==> src/rtl/fp_mac_arbiter.sv <==
// Round-robin arbiter that shares one combinational fp_mac among NREQ requesters.
// A single issue stage feeds the MAC, and each requester has a one-entry response buffer.
module fp_mac_arbiter #(
    parameter int NREQ = 2,
    parameter int IDW  = (NREQ > 1) ? $clog2(NREQ) : 1
) (
    input  logic               clock,
    input  logic               reset,
    input  logic [NREQ-1:0]    req_valid,
    output logic [NREQ-1:0]    req_ready,
    input  logic [NREQ*27-1:0] req_a,
    input  logic [NREQ*27-1:0] req_b,
    input  logic [NREQ*27-1:0] req_c,
    input  logic [NREQ-1:0]    req_op,
    output logic [NREQ-1:0]    resp_valid,
    input  logic [NREQ-1:0]    resp_ready,
    output logic [NREQ*52-1:0] resp_d,
    output logic [26:0]        mac_a,
    output logic [26:0]        mac_b,
    output logic [26:0]        mac_c,
    output logic               mac_op,
    input  logic [51:0]        mac_d,
    output logic               busy
);

    localparam int AW = 27;
    localparam int DW = 52;

    logic               s1_valid_q, s1_valid_d;
    logic [IDW-1:0]     s1_id_q, s1_id_d;
    logic [IDW-1:0]     rr_ptr_q, rr_ptr_d;
    logic [AW-1:0]      mac_a_q, mac_a_d;
    logic [AW-1:0]      mac_b_q, mac_b_d;
    logic [AW-1:0]      mac_c_q, mac_c_d;
    logic               mac_op_q, mac_op_d;
    logic [NREQ-1:0]    resp_valid_q, resp_valid_d;
    logic [NREQ*DW-1:0] resp_d_q, resp_d_d;

    logic [NREQ-1:0]    eligible;
    logic               grant_any;
    logic [IDW-1:0]     grant_id;

    // Both operands are below NREQ, so one conditional subtract wraps the sum.
    function automatic logic [IDW-1:0] rr_index(input logic [IDW-1:0] base, input int offset);
        int sum;
        sum = int'(base) + offset;
        if (sum >= NREQ) sum = sum - NREQ;
        return IDW'(sum);
    endfunction

    // A requester is blocked while its op is in S1 or its buffer is full.
    // That is why S1 never stalls: the buffer slot is always free at retire.
    always_comb begin : grant_logic
        // NOTE: every output of a combinational block gets a default first so no path leaves it unassigned and infers a latch.
        eligible  = '0;
        grant_any = 1'b0;
        grant_id  = '0;
        req_ready = '0;
        for (int i = 0; i < NREQ; i++) begin
            eligible[i] = req_valid[i] & ~resp_valid_q[i]
                          & ~(s1_valid_q & (s1_id_q == IDW'(i)));
        end
        for (int k = 0; k < NREQ; k++) begin
            if (!grant_any && eligible[rr_index(rr_ptr_q, k)]) begin
                grant_any = 1'b1;
                grant_id  = rr_index(rr_ptr_q, k);
            end
        end
        if (grant_any) req_ready[grant_id] = 1'b1;
    end

    always_comb begin : next_state
        s1_valid_d   = grant_any;
        s1_id_d      = s1_id_q;
        rr_ptr_d     = rr_ptr_q;
        mac_a_d      = mac_a_q;
        mac_b_d      = mac_b_q;
        mac_c_d      = mac_c_q;
        mac_op_d     = mac_op_q;
        resp_valid_d = resp_valid_q & ~resp_ready;
        resp_d_d     = resp_d_q;

        if (grant_any) begin
            s1_id_d  = grant_id;
            rr_ptr_d = (grant_id == IDW'(NREQ - 1)) ? '0 : grant_id + 1'b1;
            mac_a_d  = req_a[AW*int'(grant_id) +: AW];
            mac_b_d  = req_b[AW*int'(grant_id) +: AW];
            mac_c_d  = req_c[AW*int'(grant_id) +: AW];
            mac_op_d = req_op[grant_id];
        end

        // The consume-clear above cannot hit this slot, because the slot was empty at grant.
        if (s1_valid_q) begin
            resp_valid_d[s1_id_q]               = 1'b1;
            resp_d_d[DW*int'(s1_id_q) +: DW]    = mac_d;
        end
    end

    always_ff @(posedge clock or posedge reset) begin
        if (reset) begin
            s1_valid_q   <= 1'b0;
            s1_id_q      <= '0;
            rr_ptr_q     <= '0;
            mac_a_q      <= '0;
            mac_b_q      <= '0;
            mac_c_q      <= '0;
            mac_op_q     <= 1'b0;
            resp_valid_q <= '0;
            // NOTE: the result buffers are reset because they drive resp_d directly and must read zero out of reset.
            resp_d_q     <= '0;
        end else begin
            // NOTE: state registers use non-blocking assignment so every flop samples pre-edge values.
            s1_valid_q   <= s1_valid_d;
            s1_id_q      <= s1_id_d;
            rr_ptr_q     <= rr_ptr_d;
            mac_a_q      <= mac_a_d;
            mac_b_q      <= mac_b_d;
            mac_c_q      <= mac_c_d;
            mac_op_q     <= mac_op_d;
            resp_valid_q <= resp_valid_d;
            resp_d_q     <= resp_d_d;
        end
    end

    assign mac_a      = mac_a_q;
    assign mac_b      = mac_b_q;
    assign mac_c      = mac_c_q;
    assign mac_op     = mac_op_q;
    assign resp_valid = resp_valid_q;
    assign resp_d     = resp_d_q;
    assign busy       = s1_valid_q | (|resp_valid_q);

endmodule

==> config.mk <==
export PLATFORM = sky130hd
export DESIGN_NAME = fp_mac_arbiter
export DESIGN_NICKNAME = d
export VERILOG_FILES = /design/src/rtl/fp_mac_arbiter.sv
export SDC_FILE = /design/constraint.sdc
export NUM_CORES = 1
export LEC_CHECK = 0
export BUFFER_PORTS_ARGS = -buffer_cell sky130_fd_sc_hd__buf_2
export CAP_MARGIN = 5
export CORE_AREA = 2 2 160 162
export DETAILED_ROUTE_END_ITERATION = 10
export DIE_AREA = 0 0 162 164
export PLACE_DENSITY = 0.68
export SLEW_MARGIN = 20
export SYNTH_ARGS = -nofsm -noshare
export SYNTH_HDL_FRONTEND = slang
export SYNTH_SLANG_ARGS = --single-unit
==> constraint.sdc <==
create_clock -name clock -period 8 [get_ports clock]
set_input_delay 1.2 -clock clock [delete_from_list [all_inputs] [get_ports clock]]
set_output_delay 1.2 -clock clock [all_outputs]
set_load 0.05 [all_outputs]
After elaboration in Yosys (flattened, before gate mapping)
Cells that the tools add are included.

cells by class
  add/sub/neg operators = 5
  $mul = 2
  divide/modulo/power cells = 0
  magnitude comparators = 8
  equal/unequal tests = 0
  shift operators = 5
  mux-type cells = 20
  bitwise operators = 15
  reductions and logical operators = 5

operators with widths
  operator                     number
  $shiftx A54 B32 Y27          2
  $bwmux W104                  1
  $shift A52 B33 Y104 const A  1
  $shiftx A52 B33 Y104         1
  $shiftx A54 B7 Y27           1
  $neg A7 Y33                  1
  $mux W1                      15
  $lt A1 B2 Y1 const B         4
  $and A1 B1 Y1                6
  $mul A5 B1 Y6 const A        1
  $mul A4 B1 Y5 const A        1
  $not A1 Y1                   5
  $mux W2                      2
  $logic_and A1 B1 Y1          3
  $add A1 B1 Y2 const B        1
  $and A2 B2 Y2                1
  $demux W1 S1                 2
  $ge A1 B1 Y1 const B         2
  $ge A1 B2 Y1 const B         1
  $ge A2 B2 Y1 const B         1
  $not A2 Y2                   1
  $or A2 B2 Y2                 1
  $reduce_or A2 Y1             1
  $sub A1 B1 Y1 const B        2
  other kinds (3)              3

storage, ports and cells
  register bits after elaboration = 191
  bits in latches = 0
  RAM bits = 0
  memory bits (read-only) = 0
  logic and storage cells = 69
  memories = 0

Longest topological paths before layout
Gate-level depths: netlist (run 1).

  word-level depth = 15
  mapped depth = 6

Worst setup path after synthesis (run 1)
OpenSTA, ideal clock, no wires.

  path type = input to output
  start = input port req_valid[1]
  end = output port req_ready[0]
  data arrival time = 2.344 ns
  data required time = 6.800 ns
  path slack = 4.456 ns
  cell stages on the path = 5
  cells stage by stage = nor2b_1 -> a311o_1 -> buf_4 -> buf_6 -> inv_1

on the way
  word-level cells in the longest chain between the ends = 13
  elaborated cells on any way between the ends = 18

ends and longest elaborated chain
  element                                                             line  RTL
  start, declared                                                     9     input logic [NREQ-1:0] req_valid,
  $and A1 B1 Y1 (*)                                                   60    eligible[i] = req_valid[i] & ~resp_valid_q[i]
  $and A1 B1 Y1 (*)                                                   61    & ~(s1_valid_q & (s1_id_q == IDW'(i)));
  $mux W1 (implied by the code) (2 in series)                         64    if (!grant_any && eligible[rr_index(rr_ptr_q, k)]) begin
  $mux W1                                                             64
  $logic_not A1 Y1                                                    64
  $logic_and A1 B1 Y1                                                 64
  $mux W1                                                             64
  $lt A1 B2 Y1 (implied by the code) or $ge A1 B1 Y1 (tied branches)  69    if (grant_any) req_ready[grant_id] = 1'b1;
  $logic_and A1 B1 Y1 (implied by the code)                           69
  $mux W1 (implied by the code)                                       69
  $demux W1 S1                                                        69
  $mux W2 (*)                                                         69
  end, declared                                                       10    output logic [NREQ-1:0] req_ready,

Mark *: on every way between the ends. The rest lies on a longest branch, timed or not. The select of a mux whose other input is x is not followed.

Final worst setup path (run 1)
  start = input port req_valid[0]
  end = output port req_ready[1]

Same word-level chain as after synthesis.

==> parameters.txt, run 1 <==
Parameter                              Value

Outcome
  Outcome ... finished, final reports clean

Setup path
  Startpoint kind of the worst setup timing path ... input pin
  Buffering stage count on the worst path with inverters included ... 4
  Crit Path Class ... in -> out
  Worst-path maximum fanout ... 88
  Ordered cell list for the critical path ... buf_2, nand2b_4, o311ai_4, buf_4, inv_1, buf_2
  Worst stage delay on the critical path ... 750 ps
  Most prevalent standard cell on the critical path ... buf_2
  Worst Setup End Kind ... output port
  Cell family with the largest share of critical-path delay ... buffers and inverters
  Critical path's slowest cell ... buf_4
  CP Data Arrival Time ... 3320 ps
  Data required time of the critical path ... 6800 ps

Routing
  Final routed wire length divided by cell count ... 17.2 um
  Remaining number of nets flagged by the antenna check after routing ... 0
  DRT Wirelength ... 26,800 um
  Drt via density ... 5.07
  DRC Markers ... 0
  Total number of vias ... 7,894
  Iteration count of the initial detailed-routing pass ... 5
  Count of routing violations after the opening detailed-route iteration ... 758

Floorplan
  Die outline area ... 26,600 um^2
  Top-Level Pins ... 413
  Height of the die ... 164 um
  Starting density of the core ... 34.0%
  Chip width ... 162 um
  Total core area ... 24,800 um^2
  Site Rows ... 58

Synthesis
  Synthesis-stage register bit count ... 191
  Syn Area/Cell ... 9.91 um^2
  Synthesis Warnings ... 0
  Post-synthesis cell count ... 851
  Cell types with the largest area share after synthesis ... dfrtp_1 57%, nand2_1 14%, o221a_1 9.2%, o221ai_1 8.5%, inv_1 3.9%
  Top post-synthesis cells by count ... 313 x nand2_1, 191 x dfrtp_1, 88 x inv_1
  Share of synthesized area occupied by flip-flops and latches ... 56.7%
  Post-synth ARST share ... 100%
  Number of enable flip-flop cells after synthesis ... 0
  Post-Synthesis Cell Area ... 8440 um^2
  Share of Yosys cell area claimed by the top area cell type ... 56.7%
  Distinct cells, synth ... 23
  Largest area contributor in the synthesized netlist ... dfrtp_1
  Library cell with the highest instance count after synthesis ... nand2_1
  Most used DFF post-synth ... dfrtp_1
  Post-Synthesis Net Count ... 1,073

Clock network
  Deepest clock path buffer count ... 2
  CTS tree ... built
  Clock sink count ... 191
  Clock latency at the later pin of the worst-skew pair ... 430 ps
  Clock root buffer master ... clkbuf_16
  CTS Hold Bufs ... 0
  TritonCTS Buffers ... 17
  Register clock-pin slew on the reported worst setup and hold paths ... 70 ps
  CTS H-tree depth ... 4
  Total setup buffers inserted after CTS ... 0
  # resized after CTS ... 0

Timing
  Hold violation total from the final report ... 0
  RSZ-0062 raised after global routing ... no
  Maximum achievable frequency ... 221 MHz
  Final setup vio count ... 0
  Worst max-slew margin expressed relative to the limit ... 31.4%
  Total negative slack for setup checks ... 0 ps
  Final period demand of the worst path ... 4520 ps
  Number of pins exceeding their max-slew limit in the final report ... 0
  Tcrit/Tclk final ... 56.5%
  Slew at the pin closest to its max-slew limit ... 1030 ps
  Worst Skew ... 16.5 ps

GRT
  Tot GR Track Use ... 19.8%
  Initial antenna violation count ... 3
  Vias in the first global route ... 7,581
  Wire length of the first global-routing pass ... 41,400 um
  Grt total ovfl ... 0
  Maximum number of pins on one net before global-route repair ... 121

Final layout
  Area Growth Syn to Fin ... 33.7%
  Total of fill cells in the finished design ... 2,422
  Layout cells sized above 1 ... 38.7%
  Share of the core filled with cells ... 45.4%
  Net count, final ... 1,434
  Final Non-Filler Cells ... 1,557

Run
  Max-capacitance violation count ... 0

Hold path
  Min-Delay Path Class ... reg -> reg

Place
  HPWL after detailed placement ... 18,200 um
  Buffers on Ports ... 412
  Number of instances in the placed design ... 1,523
  Final weighted congestion of routability-driven global placement ... 0.832
==> cells in the final DEF (no fill, tap or decap), types with 8 or more instances in the layout <==
cell,instances
o221ai_1,82
o221a_1,69
inv_1,87
buf_4,8
clkbuf_16,17
o221a_2,13
dfrtp_1,191
nand2_1,312
buf_2,412
==> registers in the layout (all words and copies together) (netlist names) <==
register and count:
mac_op 1, mac_b 27, mac_a 27, rr_ptr_q 1, mac_c 27, resp_d 104, s1_valid_q 1, s1_id_q 1
resp_valid 2
==> layout make-up <==
type                       count  area [um^2]  area share, %
sequential                   191         4780           42.4
multi-input combinational    494         2970           26.4
timing repair buffer         420         2120           18.8
clock buffer                  17          425           3.77
tap                          330          413           3.66
inverter                      88          338           3.00
clock inverter                15          220           1.95
antenna                        2         5.00         0.0444
==> per-layer routing <==
layer	GRT usage (%)	part of all wire, %	vias up
li1	-	-	3662
met1	25.4	41	3816
met2	33.0	49	384
met3	5.66	8.6	30
met4	4.91	1.6	2
met5	0	0.045	-
==> kinds of logic (layout without fill, tap and decap cells) <==
group,Yosys count,in the layout,share of synthesized area [%]
compound gates,173,173,20.3
buf+inv,166,540,8.60
flops,191,191,56.7
other cells,0,2,0
simple gates,321,321,14.5
==> path summary, 6_finish.rpt <==
check / from / to / slack [ps] / cells past startpoint
worst min-delay path: resp_d[91]$_DFFE_PP0P_ / resp_d[91]$_DFFE_PP0P_ / 470 / 2
min in group asynchronous: reset / resp_d[51]$_DFFE_PP0P_ / 910 / 2
worst max register to register: s1_valid_q$_DFF_PP0_ / mac_c[9]$_DFFE_PP0N_ / 5320 / 5
worst max-delay path: req_valid[0] / req_ready[1] / 3480 / 6
worst min register to register: resp_d[91]$_DFFE_PP0P_ / resp_d[91]$_DFFE_PP0P_ / 470 / 2
max in group asynchronous: reset / mac_a[17]$_DFFE_PP0N_ / 5580 / 3
==> tightest hold or removal path, stage by stage, from the launching register on <==
cell,delay [ps]
dfrtp_1,340
nand2_1,50
nand2_1,50
==> stage by stage <==
| stage | hold WS (ps) | instance area, um^2 | worst slack, ps |
|---|---|---|---|
| floorplan | 509 | 8440 | 1600 |
| global placement | 451 | 10600 | 3360 |
| detailed placement | 456 | 10600 | 3390 |
| CTS | 475 | 11300 | 3400 |
| global route | 492 | 11300 | 3230 |
| finish | 470 | 11300 | 3480 |
Power of run 1 is not shown: default switching activity piles up to over one toggle a cycle in this logic, so the estimate is an artifact.
==> run 2: changes to the inputs <==
Settings changed: CORE_AREA 2 2 160 162 to 2 2 158 160, DIE_AREA 0 0 162 164 to 0 0 160 162, PLACE_DENSITY 0.68 to 0.72.
Clock period 8 ns to 3.9 ns, I/O delays scaled along.
==> run 2 against run 1 <==
- first-iteration DRC count down 4.1%
- count of clock-buffer cells in the layout up 1
- largest cell class unchanged
- critical path type is now reg -> out
- hold slack got worse by 160 ps
- die area shrank 2.4%
- clock skew up 3.8 ps
- critical path depth fell by 2
- global-route usage up 0.68 points
- flip-flop and latch count did not move
- non-clock buffer count up 4
- routed wire length increased by 1.1%
- sequential share of layout area hardly changed
==> parameters.txt, run 2 (synthesis gave the netlist of run 1 again) <==
Parameter                              Value

Hold path
  Min-Delay Path Class ... in -> async

Setup path
  Buffering stage count on the worst path with inverters included ... 3
  Worst stage delay on the critical path ... 540 ps
  Startpoint kind of the worst setup timing path ... flip-flop
  Most prevalent standard cell on the critical path ... inv_1
  Ordered cell list for the critical path ... inv_1, a311o_2, inv_1, buf_2
  Cell family with the largest share of critical-path delay ... flip-flops
  Worst-path maximum fanout ... 6
  Data required time of the critical path ... 3310 ps
  Worst Setup End Kind ... output port
  Crit Path Class ... reg -> out
  CP Data Arrival Time ... 1820 ps
  Critical path's slowest cell ... dfrtp_1

Floorplan
  Starting density of the core ... 35.0%
  Site Rows ... 57
  Die outline area ... 25,900 um^2
  Chip width ... 160 um
  Top-Level Pins ... 413
  Height of the die ... 162 um
  Total core area ... 24,100 um^2

Routing
  Detailed-routing wirelength on met1 ... 11,100 um
  Drt via density ... 5.17
  Highest metal used ... met4
  DRC Markers ... 0
  Iteration count of the initial detailed-routing pass ... 5
  Remaining number of nets flagged by the antenna check after routing ... 0
  Total number of vias ... 8,035
  Count of routing violations after the opening detailed-route iteration ... 727
  DRT Wirelength ... 27,100 um
  Final routed wire length divided by cell count ... 17.4 um
  Met2 routed wirelength ... 13,000 um
  Met3 WL post-DR ... 2300 um

Clock network
  CTS tree ... built
  Clock sink count ... 191
  Clock latency at the later pin of the worst-skew pair ... 430 ps
  Clock root buffer master ... clkbuf_16
  Total setup buffers inserted after CTS ... 0
  TritonCTS Buffers ... 17
  Register clock-pin slew on the reported worst setup and hold paths ... 80 ps
  CTS H-tree depth ... 4
  CTS Hold Bufs ... 0
  # resized after CTS ... 0
  Deepest clock path buffer count ... 2

GRT
  Maximum number of pins on one net before global-route repair ... 123
  Tot GR Track Use ... 20.4%
  Wire length of the first global-routing pass ... 42,300 um
  Vias in the first global route ... 7,739
  Grt total ovfl ... 0
  Initial antenna violation count ... 1

Timing
  Worst Skew ... 20.3 ps
  Final setup vio count ... 0
  Total negative slack for setup checks ... 0 ps
  Hold violation total from the final report ... 0
  Number of pins exceeding their max-slew limit in the final report ... 0
  Worst max-slew margin expressed relative to the limit ... 38.0%
  Tcrit/Tclk final ... 61.6%
  Final period demand of the worst path ... 2400 ps
  RSZ-0062 raised after global routing ... no
  Slew at the pin closest to its max-slew limit ... 930 ps
  Maximum achievable frequency ... 416 MHz

Place
  Final weighted congestion of routability-driven global placement ... 0.847
  HPWL after detailed placement ... 18,400 um
  Buffers on Ports ... 412

Final layout
  Total area of multi-input combinational cells ... 2970 um^2
  Number of flip-flops under the largest register name ... 104
  Commonest cells after routing, fill and taps aside ... 412 x buf_2, 312 x nand2_1, 191 x dfrtp_1
  Most common library cell in the layout ignoring fill and taps ... buf_2
  Area Growth Syn to Fin ... 33.7%
  Layout cells sized above 1 ... 38.9%
  Net count, final ... 1,438
  FF/Latch Area ... 4780 um^2
  Total of fill cells in the finished design ... 2,314

Outcome
  Outcome ... finished, final reports clean

Run
  Max-capacitance violation count ... 0
-- run 2: changes by cell type in the layout (fill, tap and decap cells not counted), moves of 2 or more --
cell,before,now
inv_12,4,1
clkinv_8,4,2
clkinv_4,0,4
buf_12,0,3
-- run 2: per-layer routing --
layer  GRT usage (%)  up-vias
met3            5.41       50
met2            32.7      431
met5               0        -
met1            26.6     3888
met4            8.03        0
li1                -     3666
-- run 2: area by class of cell --
cell class / instances / share of cell area [%]
sequential: 191 / 42.4
multi-input combinational: 494 / 26.3
tap: 324 / 3.59
timing repair buffer: 424 / 19.4
inverter: 88 / 2.96
clock buffer: 18 / 3.89
antenna: 1 / 0.0222
clock inverter: 14 / 1.40
-- run 2: worst reg2reg max path: cells and delay by family, from the launching register on --
| family | cells | cell delay, ps |
|---|---|---|
| buffers and inverters | 1 | 700 |
| DFF | 1 | 390 |
| and+or+nand+nor | 1 | 240 |
| AOI/OAI and AO/OA | 2 | 700 |
-- run 2: per-stage QoR --
step	cell area [um^2]	hold WS (ps)	setup WS [ps]	std cells	util, %
after floorplan	8440	509	853	851	-
after global placement	10700	452	1580	1521	44.3
after detailed placement	10700	456	1560	1521	44.3
after CTS	11300	306	1430	1553	46.8
after global routing	11300	339	1390	1554	46.8
final	11300	314	1500	1554	46.8
-- run 2: path summary, 6_finish.rpt --
kind                                         start                      end  slack, ps  depth (start not counted)
setup / recovery              s1_valid_q$_DFF_PP0_             req_ready[0]       1500                          4
hold / removal                               reset  resp_valid[1]$_DFF_PP0_        310                          3
setup reg to reg           resp_valid[0]$_DFF_PP0_    mac_c[18]$_DFFE_PP0N_       1790                          4
hold reg to reg             resp_d[56]$_DFFE_PP0P_   resp_d[56]$_DFFE_PP0P_        470                          2
max in group asynchronous                    reset     mac_b[7]$_DFFE_PP0N_       2770                          3
min in group clock                   resp_ready[0]  resp_valid[0]$_DFF_PP0_        330                          2
Power of run 2 is left out for the same reason.
==> run 3: changes to the inputs <==
Settings changed: ABC_AREA from default to 1, CORE_AREA 2 2 158 160 to 2 2 160 162, DIE_AREA 0 0 160 162 to 0 0 162 164, PLACE_DENSITY 0.72 to 0.68.
Clock period 3.9 ns to 2.4 ns, I/O delays scaled along.
==> run 3 against run 2 <==
- count of clock-buffer cells in the layout decreased by 1
- synthesized cell count up 22%
- clock skew down 6.1 ps
- core utilization down 0.59 points
- final cell count grew 13%
- worst setup slack worse by 1200 ps
- via count increased by 0.93%
- hold slack worse by 200 ps
==> parameters.txt, run 3 <==
Parameter                              Value

Synthesis
  Synth Area in Simple Gates ... 26.4%
  Cell types with the largest area share after synthesis ... dfrtp_1 57%, nand2_1 14%, nand3_1 11%, o21ai_0 6.4%, inv_1 6.2%
  Post-synth ARST share ... 100%
  Largest family of logic cells by synthesized area ... simple AND/OR/NAND/NOR gates
  Distinct cells, synth ... 15
  Synthesis Warnings ... 0
  Post-Synthesis Cell Area ... 8420 um^2
  Number of enable flip-flop cells after synthesis ... 0
  Top post-synthesis cells by count ... 308 x nand2_1, 191 x dfrtp_1, 189 x nand3_1
  Synthesis-stage register bit count ... 191
  Largest area contributor in the synthesized netlist ... dfrtp_1
  Syn Area/Cell ... 8.13 um^2
  Post-Synthesis Net Count ... 1,258
  Synthesized-area fraction occupied by xor and xnor cells ... 0%
  Share of synthesized area occupied by flip-flops and latches ... 56.8%
  Share of Yosys cell area claimed by the top area cell type ... 56.8%
  Library cell with the highest instance count after synthesis ... nand2_1
  Adder and majority gate portion of the synthesized area ... 0%
  Most used DFF post-synth ... dfrtp_1
  Post-synthesis cell count ... 1,036
  Post-synthesis mux area share ... 0%
  Compound-cell area share of the yosys netlist ... 6.52%

Hold path
  Hold-critical path endpoint ... mac_b[19]$_DFFE_PP0N_
  Hold Path Origin ... req_b[19]
  Min-Delay Path Class ... in -> reg
  Hold path depth ... 3

Power and ir drop
  Maximum vdd drop ... 0.927 mV
  Total leakage power ... 6.64 nW
  P per Cell Area ... 1780 nW/um^2

GRT
  Initial antenna violation count ... 1
  Tot GR Track Use ... 19.4%
  Met1 Use GR ... 23.7%
  Global Route met3 Usage ... 4.90%
  Wire length of the first global-routing pass ... 40,600 um
  Grt total ovfl ... 0
  Most used routing layer in global routing ... met2
  Met2 global-route usage ... 33.4%
  Maximum number of pins on one net before global-route repair ... 107
  Vias in the first global route ... 7,766

Routing
  Remaining number of nets flagged by the antenna check after routing ... 0
  DRT Wirelength ... 26,200 um
  Final routed wire length divided by cell count ... 14.8 um
  Total number of vias ... 8,110
  Count of routing violations after the opening detailed-route iteration ... 606
  Iteration count of the initial detailed-routing pass ... 5
  DRC Markers ... 0
  Drt via density ... 4.60

Place
  Final weighted congestion of routability-driven global placement ... 0.798
  HPWL after detailed placement ... 18,500 um
  Number of instances in the placed design ... 1,727
  Buffers on Ports ... 412

Setup path
  Worst Setup End Kind ... output port
  Cell family with the largest share of critical-path delay ... buffers and inverters
  Data required time of the critical path ... 2040 ps
  CP Data Arrival Time ... 1760 ps
  Worst-path maximum fanout ... 4
  Critical path's slowest cell ... dfrtp_1
  Worst stage delay on the critical path ... 380 ps
  Capture instance of the worst register-to-register path ... mac_c[22]$_DFFE_PP0N_
  FF-to-FF setup slack ... 670 ps
  Crit Path Class ... reg -> out
  Number of cells on the worst reg-to-reg path ... 8
  Buffering stage count on the worst path with inverters included ... 3
  Ordered cell list for the critical path ... inv_1, nand2_1, nor2_4, nand2_1, inv_1, buf_2
  Start of the worst register-to-register path ... resp_valid[1]$_DFF_PP0_
  Startpoint kind of the worst setup timing path ... flip-flop

Floorplan
  Chip width ... 162 um
  Top-Level Pins ... 413
  Total core area ... 24,800 um^2
  Height of the die ... 164 um
  Starting density of the core ... 33.9%
  Site Rows ... 58
  Die outline area ... 26,600 um^2

Timing
  Final setup vio count ... 0
  Slew at the pin closest to its max-slew limit ... 955 ps
  Number of pins exceeding their max-slew limit in the final report ... 0
  Worst max-slew margin expressed relative to the limit ... 36.4%
  Worst Skew ... 14.2 ps
  Tcrit/Tclk final ... 88.3%
  Worst hold slack ... 115 ps
  Maximum achievable frequency ... 472 MHz
  Hold violation total from the final report ... 0
  RSZ-0062 raised after global routing ... no
  Final period demand of the worst path ... 2120 ps

Clock network
  TritonCTS Buffers ... 17
  Clock root buffer master ... clkbuf_16
  CTS tree ... built
  Deepest clock path buffer count ... 2
  CTS H-tree depth ... 4
  Clock latency at the later pin of the worst-skew pair ... 440 ps
  Total setup buffers inserted after CTS ... 0
  Register clock-pin slew on the reported worst setup and hold paths ... 90 ps
  Clock sink count ... 191
  # resized after CTS ... 0

Final layout
  Layout cells sized above 1 ... 33.0%
  Final Non-Filler Cells ... 1,763
  Most common library cell in the layout ignoring fill and taps ... buf_2
  Net count, final ... 1,640
  Commonest cells after routing, fill and taps aside ... 412 x buf_2, 308 x nand2_1, 191 x dfrtp_1
  FF/Latch Area ... 4780 um^2
  Total of fill cells in the finished design ... 2,523
  Number of flip-flops under the largest register name ... 104
  Area Growth Syn to Fin ... 36.2%
  Total area of multi-input combinational cells ... 2810 um^2

Outcome
  Outcome ... finished, final reports clean

Run
  Max-capacitance violation count ... 0
run 3: changes by cell type after synthesis, moves of 24 or more:
cell / delta
nand3_1: +188
o21ai_0: +104
o221ai_1: -82
o221a_1: -69
inv_1: +52
clkbuf_1: -27
nor2_1: +24
run 3: repair_timing:
item                       4_1_cts  5_1_grt
setup endpoints to repair        0        0
hold endpoints to repair        16        0
hold buffers                     1        0
run 3: worst max-delay path by stage:
stage | slack (ps) | endpoint | start | cells past startpoint
global placement | 400 | mac_b[1]$_DFFE_PP0N_ | req_valid[0] | 9
detailed placement | 390 | mac_b[15]$_DFFE_PP0N_ | req_valid[0] | 9
finish | 280 | req_ready[1] | resp_valid[1]$_DFF_PP0_ | 6
global route | 110 | req_ready[1] | resp_valid[1]$_DFF_PP0_ | 6
CTS | 210 | req_ready[1] | resp_valid[1]$_DFF_PP0_ | 6
floorplan | -420 | mac_a[0]$_DFFE_PP0N_ | reset | 1
run 3: cell type report:
type	count	share of cell area, %
sequential	191	41.7
multi-input combinational	635	24.5
timing repair buffer	431	19.9
inverter	142	4.68
clock buffer	17	3.71
tap	330	3.60
clock inverter	15	1.95
antenna	2	0.0436
run 3: layer usage:
metal  up-vias  share of wire [%]
li1       3998                  -
met1      3757                 40
met2       325                 50
met3        30                7.4
met4         0                2.1
met5         -                  0
run 3: cell families (layout without fill, tap and decap cells):
kind of cell,after synthesis,count (layout)
buf+inv,210,605
simple gates,526,526
other cells,0,2
compound gates,109,109
flops,191,191
run 3: report_power, final:
part,internal (mW),switching (mW)
clock network,1.48,1.59
registers,4.82,0.824
logic,2.56,9.13
total,8.87,11.5
run 3: through the flow:
step / setup WS [ps] / util (%) / power, mW / setup TNS (ps) / area [um^2]
2_1_floorplan: -422 / - / 14.5 / -80690 / 8420
5_1_grt: 106 / 46.2 / 21.7 / 0 / 11500
3_5_place_dp: 389 / 43.4 / 17.4 / 0 / 10800
6_report: 280 / 46.2 / 20.4 / 0 / 11500
4_1_cts: 205 / 46.1 / 20.6 / 0 / 11400
3_3_place_gp: 403 / 43.4 / 17.2 / 0 / 10800
run 3: worst min-delay path: cells and delay by family:
kind          cells  cell delay [ps]
buf+inv           1               70
simple gates      2               90
(Power assumes the default switching activity.)
